### src/rtl/switch_ingress_packer.sv
// Per-port ingress front end: buffers local packets, tags them {valid, rx, tx, data} for the fabric.
// Latency: two edges from accepted transfer to port_out; in_ready drops only when the buffer is full.
module switch_ingress_packer #(
   parameter int PORT_ID        = 0,
   parameter int PORT_NUB_TOTAL = 8,
   parameter int DATA_WIDTH     = 32,
   parameter int FIFO_DEPTH     = 4,
   parameter int STALL_LIMIT    = 64,
   localparam int WIDTH_SEL     = $clog2(PORT_NUB_TOTAL),
   localparam int AW            = $clog2(FIFO_DEPTH),
   localparam int OUT_W         = 1 + 2*WIDTH_SEL + DATA_WIDTH,
   localparam int HW            = $clog2(STALL_LIMIT + 1)
) (
   input  logic                  clk,
   input  logic                  rst,
   input  logic                  in_valid,
   output logic                  in_ready,
   input  logic [WIDTH_SEL-1:0]  in_dest,
   input  logic [DATA_WIDTH-1:0] in_data,
   output logic [OUT_W-1:0]      port_out,
   input  logic                  grant,
   output logic [AW:0]           fifo_count,
   output logic [15:0]           drop_cnt,
   output logic                  hol_stall
);

   // Destinations the per-destination filters will accept: in range and not ourselves.
   function automatic logic [(1<<WIDTH_SEL)-1:0] dest_ok_mask();
      logic [(1<<WIDTH_SEL)-1:0] m;
      m = '0;
      for (int i = 0; i < (1 << WIDTH_SEL); i++) begin
         m[i] = (i < PORT_NUB_TOTAL) && (i != PORT_ID);
      end
      return m;
   endfunction

   localparam logic [(1<<WIDTH_SEL)-1:0] DEST_OK = dest_ok_mask();
   localparam logic [WIDTH_SEL-1:0]      TX_ID   = WIDTH_SEL'(PORT_ID);
   localparam logic [AW:0]               DEPTH_C = (AW+1)'(FIFO_DEPTH);
   localparam logic [HW-1:0]             STALL_C = HW'(STALL_LIMIT);

   logic [DATA_WIDTH-1:0] mem_data [FIFO_DEPTH];
   logic [WIDTH_SEL-1:0]  mem_dest [FIFO_DEPTH];
   logic [AW-1:0]         rd_ptr;
   logic [AW-1:0]         wr_ptr;
   logic [AW-1:0]         rd_ptr_inc;
   logic [AW:0]           count;
   logic [HW-1:0]         hol_cnt;
   logic [HW-1:0]         hol_nxt;
   logic [OUT_W-1:0]      out_nxt;
   logic                  xfer;
   logic                  push;
   logic                  drop;
   logic                  pop;

   assign in_ready   = (count < DEPTH_C) && !rst;
   assign xfer       = in_valid && in_ready;
   assign push       = xfer && DEST_OK[in_dest];
   assign drop       = xfer && !DEST_OK[in_dest];
   assign pop        = grant && port_out[OUT_W-1];
   assign rd_ptr_inc = rd_ptr + 1'b1;
   assign fifo_count = count;

   // After a pop the successor is shown immediately; with a single entry left that
   // successor can only be the packet being pushed on the same edge.
   always_comb begin
      out_nxt = '0;
      if (pop) begin
         if (count > (AW+1)'(1)) begin
            out_nxt = {1'b1, mem_dest[rd_ptr_inc], TX_ID, mem_data[rd_ptr_inc]};
         end else if (push) begin
            out_nxt = {1'b1, in_dest, TX_ID, in_data};
         end
      end else if (count != '0) begin
         out_nxt = {1'b1, mem_dest[rd_ptr], TX_ID, mem_data[rd_ptr]};
      end
   end

   always_comb begin
      hol_nxt = hol_cnt;
      if (pop || count == '0) begin
         hol_nxt = '0;
      end else if (port_out[OUT_W-1] && hol_cnt != STALL_C) begin
         hol_nxt = hol_cnt + 1'b1;
      end
   end

   always_ff @(posedge clk) begin
      if (rst) begin
         rd_ptr    <= '0;
         wr_ptr    <= '0;
         count     <= '0;
         port_out  <= '0;
         drop_cnt  <= '0;
         hol_cnt   <= '0;
         hol_stall <= 1'b0;
      end else begin
         if (push) wr_ptr <= wr_ptr + 1'b1;
         if (pop)  rd_ptr <= rd_ptr_inc;
         case ({push, pop})
            2'b10:   count <= count + 1'b1;
            2'b01:   count <= count - 1'b1;
            default: count <= count;
         endcase
         port_out <= out_nxt;
         if (drop && drop_cnt != 16'hFFFF) drop_cnt <= drop_cnt + 16'd1;
         hol_cnt   <= hol_nxt;
         hol_stall <= (hol_nxt == STALL_C);
      end
   end

   always_ff @(posedge clk) begin
      if (push) begin
         mem_data[wr_ptr] <= in_data;
         mem_dest[wr_ptr] <= in_dest;
      end
   end

endmodule
### config.mk
export PLATFORM = sky130hd
export DESIGN_NAME = switch_ingress_packer
export DESIGN_NICKNAME = d
export VERILOG_FILES = /design/src/rtl/switch_ingress_packer.sv
export SDC_FILE = /design/constraint.sdc
export NUM_CORES = 1
export LEC_CHECK = 0
export CAP_MARGIN = 20
export CORE_UTILIZATION = 39
export DETAILED_ROUTE_END_ITERATION = 6
export DONT_BUFFER_PORTS = 1
export PLACE_DENSITY = 0.66
export SLEW_MARGIN = 20
export SYNTH_ARGS = -nofsm -noshare
export SYNTH_HDL_FRONTEND = slang
export SYNTH_SLANG_ARGS = --single-unit
### constraint.sdc
create_clock -name clk -period 2.2 [get_ports clk]
set_input_delay 0.55 -clock clk [delete_from_list [all_inputs] [get_ports clk]]
set_output_delay 0.55 -clock clk [all_outputs]
set_load 0.02 [all_outputs]
==> out/qor.csv, run 1 <==
metric,value,unit
headroom to the max-slew limit,66.47,%
WP data arrival,2.40,ns
drc violations,0,
insertion delay to the later sink of the worst-skew pair,0.51,ns
I/O pin count,99,
time the final worst path needs with I/O delays and setup,1.990,ns
data required time at the worst endpoint,2.61,ns
launching instance or port of the critical path,fifo_count[2],
maximum clock path buffer count,3,
die area,24030,um^2
Max IR drop VDD,0.6742,mV
setup violators final,0,
post-CTS setup buffer count,0,
CP Launch Type,flop,
summed instance area of the synthesized netlist,9130,um^2
kind of capture point of the worst setup path,flop,
slowest cell delay on critical path,0.45,ns
worst-path cell chain,"or3b_1, or3_1, nor4_1, mux2_2",
Internal Pwr Total,7.037,mW
global routing usage summed across all routing layers,17.61,%
synth unique cells,51,
setup repair after global routing missed its margin,false,
core area,22780,um^2
combinational cell fraction of total power,13.3,%
I/O Buffers,0,
clock network power share,38.1,%
reg-to-reg critical path startpoint,fifo_count[2],
CTS tree,built,
last element of the critical path,drop_cnt[13],
cell row count,55,
top achievable clock speed,502.4,MHz
register bit count reported by yosys,209,
routability congestion estimate,0.8026,
fraction of the core area covered by cells at the end of the flow,46.06,%
first-pass GRT wire length,32510,um
fin crit share,90.47,%
most frequent cells after synthesis,"140 x sky130_fd_sc_hd__edfxtp_1, 70 x sky130_fd_sc_hd__mux4_2, 69 x sky130_fd_sc_hd__dfxtp_1",
htree depth,1,
power dissipated by switching net loads,2.381,mW
sequential share of power,48.7,%
number of violations reported at the end of detailed-routing iteration 0,414,
proportion of layout cells with a drive suffix above 1,26.13,%
HPWL Detailed,12910,um
slowest stage cell on the critical path,sky130_fd_sc_hd__or3_1,
Min-Delay Path Depth,1,
worst-case register-to-register setup slack,0.21,ns
cell type with the largest total area after synthesis,sky130_fd_sc_hd__edfxtp_1,
"Clk pin slew, worst setup/hold paths",0.06,ns
pin count of the biggest net entering global routing,36,
post-synthesis instance total,601,
total power per unit cell area,897.6,nW/um^2
Worst Path Max Fanout,5,
endpoint of the worst register-to-register path,drop_cnt[13],
CTS Root Cell,sky130_fd_sc_hd__clkbuf_16,
number of synthesized flops with an enable pin,140,
Hold/Removal Path Class,input pin to flop,
final hold violation count,0,
fraction of the yosys area taken by sequential cells,61.18,%
number of nets still failing antenna checks after routing,0,
run status,"finished, final reports clean",
via count,5487,
Switching Share,25.28,%
mean instance size in the synthesized netlist,15.19,um^2
Final nets,677,
initial standard-cell utilization of the core,40.08,%
area share of the largest cell type after synthesis,46.05,%
area of placed instances,9777,um^2
"non-filler cells, final",956,
die boundary height,155.0,um
most common cell in the synthesized netlist,sky130_fd_sc_hd__edfxtp_1,
first drt pass iteration count,5,
actual transition at the worst max-transition pin,0.4991,ns
main flop type after synthesis,sky130_fd_sc_hd__edfxtp_1,
cell area after layout,10490,um^2
width of the die,155.0,um
number of maximum-capacitance violations,0,
dpl cells,914,
total congestion overflow after global routing,0,
kind of critical path,flop to flop,
total clock sinks,209,
largest cells by area after synthesis,"sky130_fd_sc_hd__edfxtp_1 46%, sky130_fd_sc_hd__mux4_2 17%, sky130_fd_sc_hd__dfxtp_1 15%, sky130_fd_sc_hd__o22ai_1 2.4%, sky130_fd_sc_hd__inv_1 1.9%",
Vias/cell,5.740,
"Gates resized, CTS repair",0,
final clock skew,0.01324,ns
Synth async-reset ratio,0,%
number of buffers created by CTS,23,
total of warnings raised by yosys,0,
hold buffer count at cts,0,
P&R area growth vs syn,14.92,%
Routed WL per cell,21.84,um
antenna violations before repair,0,
via count of the first global-routing pass,5779,
wire length reported by the detailed router,20880,um
antenna fix cells,0,
Register-to-Register Path Depth,4,
Final Max Slew Viols,0,
leakage power,3.457,nW
-- critical path: cells and delay by family, from the launching register on --
| family | cells | cell delay [ns] |
|---|---|---|
| multiplexers | 1 | 0.37 |
| AND/OR/NAND/NOR | 3 | 1.19 |
| flip-flops | 1 | 0.32 |
-- sequential cells by signal (all words and copies together) (netlist names), named ones only --
signal      flops
fifo_count      3
hol_stall       1
drop_cnt       16
rd_ptr          2
wr_ptr          2
mem_dest       12
hol_cnt         7
port_out       36
mem_data      128
-- cell type report --
cell class | count | area, um^2
fillers | 1967 | 12290
flip-flops and latches | 209 | 5590
multi-input cells | 304 | 3211
clock buffers | 31 | 645.6
repair buffers | 41 | 407.9
well taps | 313 | 391.6
inverters | 47 | 176.4
clock inverters | 11 | 70.07
-- metrics by stage --
step	hold slack, ns	power [mW]	setup slack, ns	setup TNS (ns)
after floorplan	0.4959	5.543	-0.04134	-0.08268
after global placement	0.4938	5.901	0.01687	0
after detailed placement	0.5126	5.932	-0.03132	-0.08499
after CTS	0.08169	9.533	0.2067	0
after global routing	0.07877	9.761	0.06538	0
final	0.09946	9.419	0.2097	0
-- cells by family (layout without fill, tap and decap cells) --
group / count (synthesis) / count (layout) / synth area share [%]
flops: 209 / 209 / 61.18
simple gates: 96 / 96 / 5.907
compound gates: 94 / 94 / 6.907
buf+inv: 90 / 130 / 3.961
mux: 89 / 89 / 19.41
fa+ha+maj: 12 / 12 / 1.644
xor+xnor: 10 / 10 / 0.9593
other cells: 1 / 3 / 0.04107
-- worst min path at each step --
stage	start	endpoint
CTS	rst	drop_cnt[14]
global route	rst	drop_cnt[14]
global placement	drop_cnt[10]	drop_cnt[10]
finish	rst	drop_cnt[14]
floorplan	hol_cnt[6]	hol_cnt[6]
detailed placement	drop_cnt[10]	drop_cnt[10]
-- cell usage in the layout (no fill, tap or decap), types with 20 or more instances in the layout --
master and n:
sky130_fd_sc_hd__dfxtp_1 65, sky130_fd_sc_hd__inv_1 47, sky130_fd_sc_hd__edfxtp_1 140, sky130_fd_sc_hd__o22ai_1 35
sky130_fd_sc_hd__clkbuf_16 23, sky130_fd_sc_hd__buf_4 33, sky130_fd_sc_hd__nor2_1 22, sky130_fd_sc_hd__a22oi_1 20
sky130_fd_sc_hd__mux4_2 70
-- layer usage --
metal | vias to the layer above | global-route usage [%] | part of all wire [%]
li1 | 2417 | - | -
met1 | 2820 | 21.43 | 39
met2 | 215 | 31.23 | 52
met3 | 35 | 3.900 | 7.0
met4 | 0 | 5.186 | 2.2
met5 | - | 0 | 0
-- power by group through the flow --
stage	clock [mW]	sequential [mW]	combinational (mW)
CTS	3.68	4.59	1.26
global route	3.81	4.60	1.35
detailed placement	0	4.67	1.26
finish	3.58	4.59	1.25
global placement	0	4.66	1.24
floorplan	0	4.64	0.900
(Power assumes the default switching activity.)
==> run 2: changes to the inputs <==
--- a/config.mk
+++ b/config.mk
@@ -9,7 +9,8 @@
 export CORE_UTILIZATION = 39
 export DETAILED_ROUTE_END_ITERATION = 6
 export DONT_BUFFER_PORTS = 1
-export PLACE_DENSITY = 0.66
+export GPL_TIMING_DRIVEN = 0
+export PLACE_DENSITY = 0.64
 export SLEW_MARGIN = 20
 export SYNTH_ARGS = -nofsm -noshare
 export SYNTH_HDL_FRONTEND = slang
==> constraint.sdc (replaced) <==
create_clock -name clk -period 1.9 [get_ports clk]
set_input_delay 0.475 -clock clk [delete_from_list [all_inputs] [get_ports clk]]
set_output_delay 0.475 -clock clk [all_outputs]
set_load 0.02 [all_outputs]
==> run 2 against run 1 <==
Compared with the run above:
- the flow now finishes with violations (negative setup slack)
- cell area is 2.9% higher
- die area is the same
- total power increased by 24%
- flip-flop and latch count did not move
- critical path type unchanged
- highest routed layer unchanged
==> out/qor.csv, run 2 (same netlist as run 1, synthesis figures left out) <==
metric,value,unit
Min-Delay Path Depth,0,
"Clk pin slew, worst setup/hold paths",0.06,ns
time the final worst path needs with I/O delays and setup,2.000,ns
leakage power,3.552,nW
Max IR drop VDD,0.7338,mV
leading registers by flop count,"mem_data (128), port_out (36), drop_cnt (16)",
kind of critical path,flop to flop,
fin crit share,105.2,%
width of the die,155.0,um
violated checks,negative setup slack,
P&R area growth vs syn,18.31,%
total negative slack,-0.4222,ns
Reg with most FFs,mem_data,
Routed WL per cell,22.67,um
drc violations,0,
endpoint of the worst register-to-register path,drop_cnt[9],
Hold/Removal Path Class,input pin to flop,
Register-to-Register Path Depth,6,
launching instance or port of the critical path,fifo_count[2],
total power per unit cell area,1081,nW/um^2
Vias/cell,5.764,
area of placed instances,9584,um^2
total clock sinks,209,
cell area after layout,10800,um^2
kind of capture point of the worst setup path,flop,
highest-count cells in the layout ignoring fill and taps,"140 x sky130_fd_sc_hd__edfxtp_1, 70 x sky130_fd_sc_hd__mux4_2, 48 x sky130_fd_sc_hd__dfxtp_1",
via count,5568,
number of buffers created by CTS,25,
Final nets,687,
via count of the first global-routing pass,5849,
cell row count,55,
Worst Path Max Fanout,5,
die area,24030,um^2
setup repair after global routing missed its margin,true,
worst-path cell chain,"or3b_1, buf_6, or3_4, buf_6, or4_1, a21oi_2",
number of nets still failing antenna checks after routing,0,
hold buffer count at cts,0,
CP Launch Type,flop,
die boundary height,155.0,um
maximum clock path buffer count,3,
insertion delay to the later sink of the worst-skew pair,0.50,ns
"crit path setup slack, layout",-0.09954,ns
reg-to-reg critical path startpoint,fifo_count[2],
final hold violation count,0,
setup violators final,6,
core area,22780,um^2
CP most frequent cell,sky130_fd_sc_hd__buf_6,
CTS tree,built,
I/O Buffers,0,
pin count of the biggest net entering global routing,36,
top achievable clock speed,500.1,MHz
proportion of layout cells with a drive suffix above 1,33.23,%
last element of the critical path,drop_cnt[9],
worst-case register-to-register setup slack,-0.1,ns
HPWL Detailed,13940,um
number of maximum-capacitance violations,0,
htree depth,1,
CTS Root Cell,sky130_fd_sc_hd__clkbuf_16,
slowest stage cell on the critical path,sky130_fd_sc_hd__or4_1,
number of fillers in the final layout,1934,
total congestion overflow after global routing,0,
first-pass GRT wire length,33870,um
first drt pass iteration count,5,
run status,"complete, but fails checks",
initial standard-cell utilization of the core,40.08,%
actual transition at the worst max-transition pin,0.6759,ns
headroom to the max-slew limit,54.94,%
final clock skew,0.01278,ns
I/O pin count,99,
Final Max Slew Viols,0,
max FFs per register,128,
number of violations reported at the end of detailed-routing iteration 0,369,
slowest cell delay on critical path,0.44,ns
antenna fix cells,0,
wire length reported by the detailed router,21900,um
most common library cell in the layout ignoring fill and taps,sky130_fd_sc_hd__edfxtp_1,
WP data arrival,2.44,ns
routability congestion estimate,0.8276,
global routing usage summed across all routing layers,18.48,%
antenna violations before repair,0,
data required time at the worst endpoint,2.34,ns
==> run 2: area by class of cell <==
class	instances	area (um^2)	share of cell area [%]
Sequential cell	209	5624	52.07
Multi-Input combinational cell	304	3386	31.34
Clock buffer	30	684.4	6.336
Tap cell	313	391.6	3.626
Buffer	38	300.3	2.780
Inverter	47	176.4	1.633
Clock inverter	14	158.9	1.471
Timing Repair Buffer	11	80.08	0.7413
==> run 2: worst min path at each step <==
stage | from | end | slack, ns
2_1_floorplan | hol_cnt[6] | hol_cnt[6] | 0.50
3_3_place_gp | hol_cnt[6] | hol_cnt[6] | 0.52
3_5_place_dp | hol_cnt[1] | hol_cnt[1] | 0.55
4_1_cts | in_data[28] | mem_data[2][28] | 0.05
5_1_grt | in_data[20] | mem_data[3][20] | 0.04
6_report | in_data[20] | mem_data[3][20] | 0.06
==> run 2: metrics by stage <==
stage	hold WS [ns]	total power [mW]	setup slack, ns	std cells	util (%)
finish	0.06288	11.67	-0.09954	966	47.42
global route	0.04056	12.11	-0.1653	966	47.42
CTS	0.04872	11.72	-0.1036	960	46.92
detailed placement	0.5521	6.815	-0.7936	916	42.08
global placement	0.5199	6.778	-0.8203	916	42.08
floorplan	0.4959	6.432	-0.1294	603	-
==> run 2: critical path, delay by kind of cell (launching register included) <==
family                 cells  cell delay [ns]
and+or+nand+nor            3             1.15
DFF                        1             0.38
AOI/OAI and AO/OA          1             0.13
buffers and inverters      2             0.29
==> run 2: timing repair <==
| action | 4_1_cts | 5_1_grt |
|---|---|---|
| pin swaps | 5 | 7 |
| cloned | 1 | 0 |
| buffers inserted | 4 | 6 |
| setup endpoints to repair | 202 | 51 |
| resized for setup | 78 | 31 |
==> run 2: where the power goes <==
group / switching [mW] / internal (mW)
logic: 0.795 / 0.744
clock network: 1.83 / 2.97
registers: 0.276 / 5.06
total: 2.90 / 8.78
==> run 2: per-layer routing <==
metal,routed length (um),share of wire [%],global-route usage [%],vias to the layer above
li1,-,-,-,2445
met4,385,1.8,4.856,0
met3,1849,8.4,5.432,37
met5,0,0,0,-
met1,8655,40,22.98,2869
met2,11010,50,31.42,217
